`src/rtl/cell_bist_pkg.sv`:
```
// Shared types and the MISR update rule for the cell_bist self-test harness.
package cell_bist_pkg;

    typedef enum logic [1:0] {
        ST_IDLE,
        ST_SETTLE,
        ST_SAMPLE,
        ST_DONE
    } state_e;

    localparam int unsigned     SIG_W_MAX    = 64;
    localparam logic [15:0]     DEFAULT_POLY = 16'hB400;

    // One MISR shift of a width-bit register held in the low bits of a SIG_W_MAX vector.
    function automatic logic [SIG_W_MAX-1:0] misr_step(
        input logic [SIG_W_MAX-1:0] sig,
        input logic                 y,
        input logic [SIG_W_MAX-1:0] poly,
        input int                   width = 16
    );
        logic [SIG_W_MAX-1:0] mask;
        logic [SIG_W_MAX-1:0] top_bit;
        logic [SIG_W_MAX-1:0] nxt;
        mask    = (SIG_W_MAX'(1) << width) - SIG_W_MAX'(1);
        top_bit = sig >> (width - 1);
        nxt     = (sig << 1) ^ {{(SIG_W_MAX-1){1'b0}}, y};
        if (top_bit[0]) begin
            nxt = nxt ^ poly;
        end
        return nxt & mask;
    endfunction

endpackage

```
`src/rtl/cell_bist_misr.sv`:
```
// Serial-input MISR used to compact the sampled cell response into a signature.
module cell_bist_misr
    import cell_bist_pkg::*;
#(
    parameter int               SIG_W = 16,
    parameter logic [SIG_W-1:0] POLY  = SIG_W'(DEFAULT_POLY)
) (
    input  logic             clk,
    input  logic             rst_n,
    input  logic             clr_i,
    input  logic             step_i,
    input  logic             y_i,
    output logic [SIG_W-1:0] sig_o
);

    logic [SIG_W-1:0] sig_q;
    logic [SIG_W-1:0] sig_d;

    always_comb begin
        sig_d = sig_q;
        if (clr_i) begin
            sig_d = '0;
        end else if (step_i) begin
            sig_d = SIG_W'(misr_step(SIG_W_MAX'(sig_q), y_i, SIG_W_MAX'(POLY), SIG_W));
        end
    end

    always_ff @(posedge clk or negedge rst_n) begin
        if (!rst_n) begin
            sig_q <= '0;
        end else begin
            sig_q <= sig_d;
        end
    end

    assign sig_o = sig_q;

endmodule

```
`src/rtl/cell_bist.sv`:
```
// Exhaustive-pattern self-test harness for one library cell with MISR response compaction.
// Optional Y-high sample counter enabled by defining CELL_BIST_ONES_CNT_EN.
module cell_bist
    import cell_bist_pkg::*;
#(
    parameter int               STIM_W     = 4,
    parameter int               SETTLE_CYC = 2,
    parameter int               SIG_W      = 16,
    parameter logic [SIG_W-1:0] POLY       = SIG_W'(DEFAULT_POLY),
    parameter logic [SIG_W-1:0] GOLDEN     = '0
) (
    input  logic              CLK,
    input  logic              CLR,
    input  logic              START,
    input  logic              Y,
    output logic [STIM_W-1:0] STIM,
    output logic              BUSY,
    output logic              DONE,
    output logic [SIG_W-1:0]  SIG,
    output logic              PASS,
    output logic [STIM_W:0]   ONES_CNT
);

    localparam int                 CNT_W       = (SETTLE_CYC > 1) ? $clog2(SETTLE_CYC) : 1;
    localparam logic [CNT_W-1:0]   SETTLE_LAST = CNT_W'(SETTLE_CYC - 1);
    localparam logic [STIM_W-1:0]  PAT_LAST    = '1;

    state_e            state_q, state_d;
    logic [STIM_W-1:0] pat_q, pat_d;
    logic [CNT_W-1:0]  cnt_q, cnt_d;
    logic              run_start;
    logic              misr_step_en;

    always_comb begin
        // NOTE: every variable gets a default before the case so no path leaves it unassigned (no latch).
        state_d      = state_q;
        pat_d        = pat_q;
        cnt_d        = cnt_q;
        run_start    = 1'b0;
        misr_step_en = 1'b0;
        case (state_q)
            ST_IDLE, ST_DONE: begin
                if (START) begin
                    state_d   = ST_SETTLE;
                    pat_d     = '0;
                    cnt_d     = '0;
                    run_start = 1'b1;
                end
            end
            ST_SETTLE: begin
                if (cnt_q == SETTLE_LAST) begin
                    state_d = ST_SAMPLE;
                    cnt_d   = '0;
                end else begin
                    cnt_d = cnt_q + 1'b1;
                end
            end
            ST_SAMPLE: begin
                misr_step_en = 1'b1;
                if (pat_q == PAT_LAST) begin
                    state_d = ST_DONE;
                end else begin
                    pat_d   = pat_q + 1'b1;
                    state_d = ST_SETTLE;
                end
            end
            default: state_d = ST_IDLE;
        endcase
    end

    always_ff @(posedge CLK or negedge CLR) begin
        if (!CLR) begin
            state_q <= ST_IDLE;
            pat_q   <= '0;
            cnt_q   <= '0;
        end else begin
            // NOTE: non-blocking assignments so every register samples pre-edge values.
            state_q <= state_d;
            pat_q   <= pat_d;
            cnt_q   <= cnt_d;
        end
    end

    cell_bist_misr #(
        .SIG_W (SIG_W),
        .POLY  (POLY)
    ) u_misr (
        .clk    (CLK),
        .rst_n  (CLR),
        .clr_i  (run_start),
        .step_i (misr_step_en),
        .y_i    (Y),
        .sig_o  (SIG)
    );

`ifdef CELL_BIST_ONES_CNT_EN
    logic [STIM_W:0] ones_q, ones_d;

    always_comb begin
        ones_d = ones_q;
        if (run_start) begin
            ones_d = '0;
        end else if (misr_step_en && Y) begin
            ones_d = ones_q + 1'b1;
        end
    end

    always_ff @(posedge CLK or negedge CLR) begin
        if (!CLR) begin
            ones_q <= '0;
        end else begin
            ones_q <= ones_d;
        end
    end

    assign ONES_CNT = ones_q;
`else
    assign ONES_CNT = '0;
`endif

    assign STIM = pat_q;
    assign BUSY = (state_q == ST_SETTLE) || (state_q == ST_SAMPLE);
    assign DONE = (state_q == ST_DONE);
    assign PASS = DONE && (SIG == GOLDEN);

endmodule

```
`config.mk`:
```
export PLATFORM = sky130hd
export DESIGN_NAME = cell_bist
export DESIGN_NICKNAME = d
export VERILOG_FILES = /design/src/rtl/cell_bist_pkg.sv /design/src/rtl/cell_bist_misr.sv /design/src/rtl/cell_bist.sv
export SDC_FILE = /design/constraint.sdc
export NUM_CORES = 1
export LEC_CHECK = 0
export CORE_ASPECT_RATIO = 0.5
export CORE_MARGIN = 4
export CORE_UTILIZATION = 48
export CTS_CLUSTER_DIAMETER = 40
export DETAILED_ROUTE_END_ITERATION = 7
export PLACE_DENSITY = 0.86
export SKIP_LAST_GASP = 1
export SLEW_MARGIN = 20
export SYNTH_ARGS = -nofsm -noshare
export SYNTH_HDL_FRONTEND = slang
export SYNTH_SLANG_ARGS = --single-unit
export TNS_END_PERCENT = 20
```
`constraint.sdc`:
```
create_clock -name CLK -period 1.7 [get_ports CLK]
set_input_delay 0.255 -clock CLK [delete_from_list [all_inputs] [get_ports CLK]]
set_output_delay 0.255 -clock CLK [all_outputs]
set_load 0.05 [all_outputs]
```
Word level (Yosys, flattened, before mapping)
Cells that the tools add are included.
- register bits after elaboration: 23
- input port bits: 4
- $add $sub $neg: 2
- equality and inequality tests: 7
- muxes and demuxes: 16
- bitwise operators: 2
- reductions and logical operators: 11
- operators with widths (kind ; number):
    16-bit two-way mux ; 3
    16-bit logical NOT ; 1
    16-bit by 1-bit bitwise XOR with 16-bit output ; 1
    4-bit two-way mux ; 2
    4-bit one-hot mux with 2 select lines ; 1
    2-bit two-way mux ; 3
    2-bit inequality test, second input constant ; 3
    2-bit one-hot mux with 3 select lines ; 1
    2-bit nonzero test ; 3
    1-bit two-way mux ; 5
    4-bit by 1-bit adder with 4-bit output, second input constant ; 1
    2-bit equality test, second input constant ; 2
    4-bit equality test, second input constant ; 1
    4-bit NOT ; 1
    2-bit AND reduction ; 2
    3-bit AND reduction ; 1
    2-bit by 1-bit equality test with 1-bit output, second input constant ; 1
    2-bit logical NOT ; 1
    1-bit one-hot mux with 2 select lines ; 1
    2-bit OR reduction ; 1
    1-bit adder, second input constant ; 1
    1-bit logical AND ; 1
    1-bit logical OR ; 1

Depth between registers and ports, before layout
- depth in word-level cells: 5
- depth in mapped cells: 6
- gate-level depth less buffers: 5

Hierarchy
A second synthesis with hierarchy kept.
- cell total of the unflattened synthesis: 114
- area total of the unflattened synthesis: 1211.2 um^2
- modules (own cells, without submodules) (module ; instances ; cells an instance ; area each (um^2)):
    cell_bist_misr ; 1 ; 56 ; 669.4
    cell_bist ; 1 ; 58 ; 541.8

Worst setup path after synthesis
OpenSTA, ideal clock, no wires.
- kind: flip-flop to output port
- start: register u_misr.sig_q[15], in the netlist u_misr.sig_o[15]
- end: output PASS
- data arrival time: 1642 ps
- data required time: 1445 ps
- slack: -197 ps
- stages on the path, launching flop included: 6
- path buffers: 1
- path through: dfrtp_1 -> clkbuf_2 -> inv_1 -> ha_1 -> nor4b_1 -> and4_1
- cells in the longest elaborated chain, start to end: 2
- ends and longest elaborated chain (element ; line ; RTL):
    from (decl) ; cell_bist_misr.sv:16 ; logic [SIG_W-1:0] sig_q;
    from (signal assigned) ; cell_bist_misr.sv:32 ; sig_q <= sig_d;
    16-bit logical NOT ; cell_bist.sv:124 ; assign PASS = DONE && (SIG == GOLDEN);
    1-bit logical AND ; cell_bist.sv:124 ;
    to (decl) ; cell_bist.sv:20 ; output logic PASS,
Every way passes these cells.

Worst setup path in the final report
- start: register u_misr.sig_q[14], in the netlist u_misr.sig_o[14]
- end: output PASS
The elaborated chain is that of the path after synthesis.

==> summary.txt <==
status - finished with violations
violated checks - negative setup slack
DRT iter0 DRCs - 36
nets@finish - 160
Worst Clk Skew - 0.00532 ns
die height - 44.2 um
clk buf depth - 2
Worst Path Buf+Inv - 2
pin count of the biggest net entering global routing - 24
total negative slack - -0.0218 ns
layout cells sized above 1 - 32.9%
vias in the first global route - 892
worst slack at placement - 0.0961 ns
clock latency on the worst-skew pair - 0.27 ns
Die X - 80.5 um
met2 Use GR - 27.1%
Ant. Diodes - 0
design area - 1650 um^2
layer with the highest usage - met2
Via density - 5.17
Avg Inst Size Synth - 10.7 um^2
P&R area growth vs syn - 31.1%
Compound-Gate Fraction of Synth Area - 8.43%
achievable frequency - 582 MHz
hold crit path type - primary input to asynchronous set/reset pin
H-tree Lvls - 1
Switching Power - 1280 uW
wirelength, routed - 2680 um
post-route minimum period - 1.72 ns
CTS sink cnt - 23
cell row count - 12
Final Hold Vio Count - 0
post-synthesis xor/xnor area fraction - 2.78%
DRC - 0
synthesis-stage register bit count - 23
Final setup viols - 2
Max VDD drop - 1.07 mV
post-synthesis mux area share - 11.9%
CTS tree - done
die footprint - 3560 um^2
PortBufs - 26
Yosys warning count - 0
Root Buffer - clkbuf_8
Post-Synth Simple-Gate Area - 15.9%
met3 Track Usage GR - 3.86%
DR vias - 952
combinational family with the most area after synthesis - simple AND/OR/NAND/NOR gates
GR met1 Demand/Resource - 20.6%
slowest CP cell - dfrtp_1
Critical Path AT - 1.46 ns
global-route wire length before repair - 4400 um
switching share of power - 46.4%
post-synthesis adder-cell area fraction - 5.95%
Slew Limit Fails - 0
Initial Utilization - 53.5%
CORE AREA - 2360 um^2
Max-Cap Viols - 0
area post-placement - 1520 um^2
clock power share - 12.6%
Total GRT Usage - 16.0%
DP HPWL - 1840 um
placed insts - 176
crit share post-route - 101%
Combinational Power Share - 57.5%
DR WL/cell - 14.6 um
RD Place Congestion - 0.740
Antenna Nets Post-Route - 0
register area share after synthesis - 45.6%
initial antenna violation count - 0
Netlist cell types - 35
gr ovfl total - 0
cells along the critical path - inv_1 -> ha_1 -> nor4b_4 -> and4_4 -> buf_12
drt first pass iters - 4
Core Util, Final - 70.1%
leakage power - 0.000780 uW
RSZ-0062 raised after global routing - yes
TritonCTS Buffers - 3
Pwr Density - 1670 nW/um^2
Reg power frac - 29.9%
CP Data Required Time - 1.44 ns
critical path class - flop to output port
synthesized area - 1260 um^2
Crit path largest cell delay - 0.41 ns
worst setup margin - -0.0181 ns
endpoint type of the worst setup path - output port
Reg clk slew, reported paths - 0.09 ns
Internal Power - 1480 uW
I/O pin cnt - 32
CP Launch Type - flop
Mapped Cells - 118
Finished Layout Cells - 184
CP max FO - 3
CP top delay family - simple AND/OR/NAND/NOR gates
==> worst reg2reg max path, stage by stage, from the launching register on <==
cell	delay, ns
dfrtp_2	0.43
buf_4	0.15
ha_4	0.24
and2_1	0.17
buf_4	0.19
a211oi_1	0.22
==> metal layers <==
metal  routed length (um)  part of all wire, %
met1                 1190                   45
met2                 1340                   50
met3                  112                  4.2
met4                   29                  1.1
met5                    0                    0
==> power by group through the flow <==
stage               combinational, uW  sequential [uW]  clock (uW)
floorplan                         771             1060           0
global placement                 1400              805           0
detailed placement               1440              807           0
CTS                              1540              804         359
global route                     1700              847         386
finish                           1590              826         347
==> stage by stage <==
step,hold slack (ns),power [uW]
2_1_floorplan,-0.0406,1830
6_report,0.329,2760
3_3_place_gp,0.542,2210
5_1_grt,0.354,2940
4_1_cts,0.334,2700
3_5_place_dp,0.549,2250
==> what timing repair did <==
action | 4_1_cts | 5_1_grt
setup endpoints to repair | 2 | 2
gates resized for setup | 5 | 5
setup buffers | 3 | 1
hold buffers | 0 | 0
==> logic make-up after synthesis <==
logic type | count (synthesis)
xor+xnor | 4
buf+inv | 20
mux | 15
flops | 23
other cells | 1
compound gates | 13
fa+ha+maj | 6
simple gates | 36
==> synthesized netlist by cell type (all sizes together) <==
| master | number | area [um^2] |
|---|---|---|
| and2 | 1 | 6.26 |
| nor4b | 2 | 17.5 |
| and4 | 1 | 8.76 |
| nand4b | 1 | 8.76 |
| o32ai | 1 | 8.76 |
| dfrtp | 23 | 576 |
| buf | 10 | 76.3 |
| nor3 | 1 | 5.00 |
| o21ai | 2 | 13.8 |
| nand2b | 2 | 22.5 |
| a211oi | 4 | 30.0 |
| nor2 | 19 | 71.3 |
| ha | 6 | 75.1 |
| a311oi | 1 | 8.76 |
| nor2b | 1 | 6.26 |
| o22ai | 1 | 6.26 |
| xnor2 | 4 | 35.0 |
| nor4 | 3 | 18.8 |
| nand4 | 2 | 18.8 |
| a22o | 1 | 8.76 |
| o211a | 1 | 10.0 |
| nand3 | 1 | 5.00 |
| mux2i | 15 | 150 |
| clkbuf | 1 | 5.00 |
| inv | 9 | 33.8 |
| a21oi | 1 | 5.00 |
| nand2 | 1 | 3.75 |
| a221oi | 1 | 15.0 |
| conb | 1 | 3.75 |
| nand3b | 1 | 7.51 |
==> layout make-up <==
type                       instances  area (um^2)
clock buffer                       3         41.3
clock inverter                     1         5.00
fill                             177          704
inverter                           9         33.8
multi-input combinational         79          649
sequential                        23          579
tap                               35         43.8
timing repair buffer              34          300
==> state kept, by name, indices dropped and copies added (netlist names) <==
register and cells:
u_misr.sig_o 16, state_q 2, cnt_q 1, STIM 4
==> placed cells by master, fill, tap and decap left out, drive strengths merged, types with 3 or more instances in the layout <==
master	instances
xnor2	4
clkdlybuf4s50	3
nor4	3
buf	31
mux2i	15
nor2	19
clkbuf	3
inv	9
dfrtp	23
ha	6
a211oi	4
conb	5
==> worst paths after layout <==
path | from | to | slack [ns] | cells after the start
hold / removal | CLR | STIM[1]$_DFFE_PN0P_ | 0.33 | 2
min in group CLK | STIM[0]$_DFFE_PN0P_ | STIM[0]$_DFFE_PN0P_ | 0.55 | 1
max in group asynchronous | CLR | state_q[0]$_DFFE_PN0P_ | 1.12 | 2
setup / recovery | u_misr.sig_o[14]$_DFFE_PN0P_ | PASS | -0.02 | 5
setup reg to reg | state_q[1]$_DFFE_PN0P_ | u_misr.sig_o[13]$_DFFE_PN0P_ | 0.20 | 5
hold reg to reg | STIM[0]$_DFFE_PN0P_ | STIM[0]$_DFFE_PN0P_ | 0.55 | 1
(Power assumes the default switching activity.)
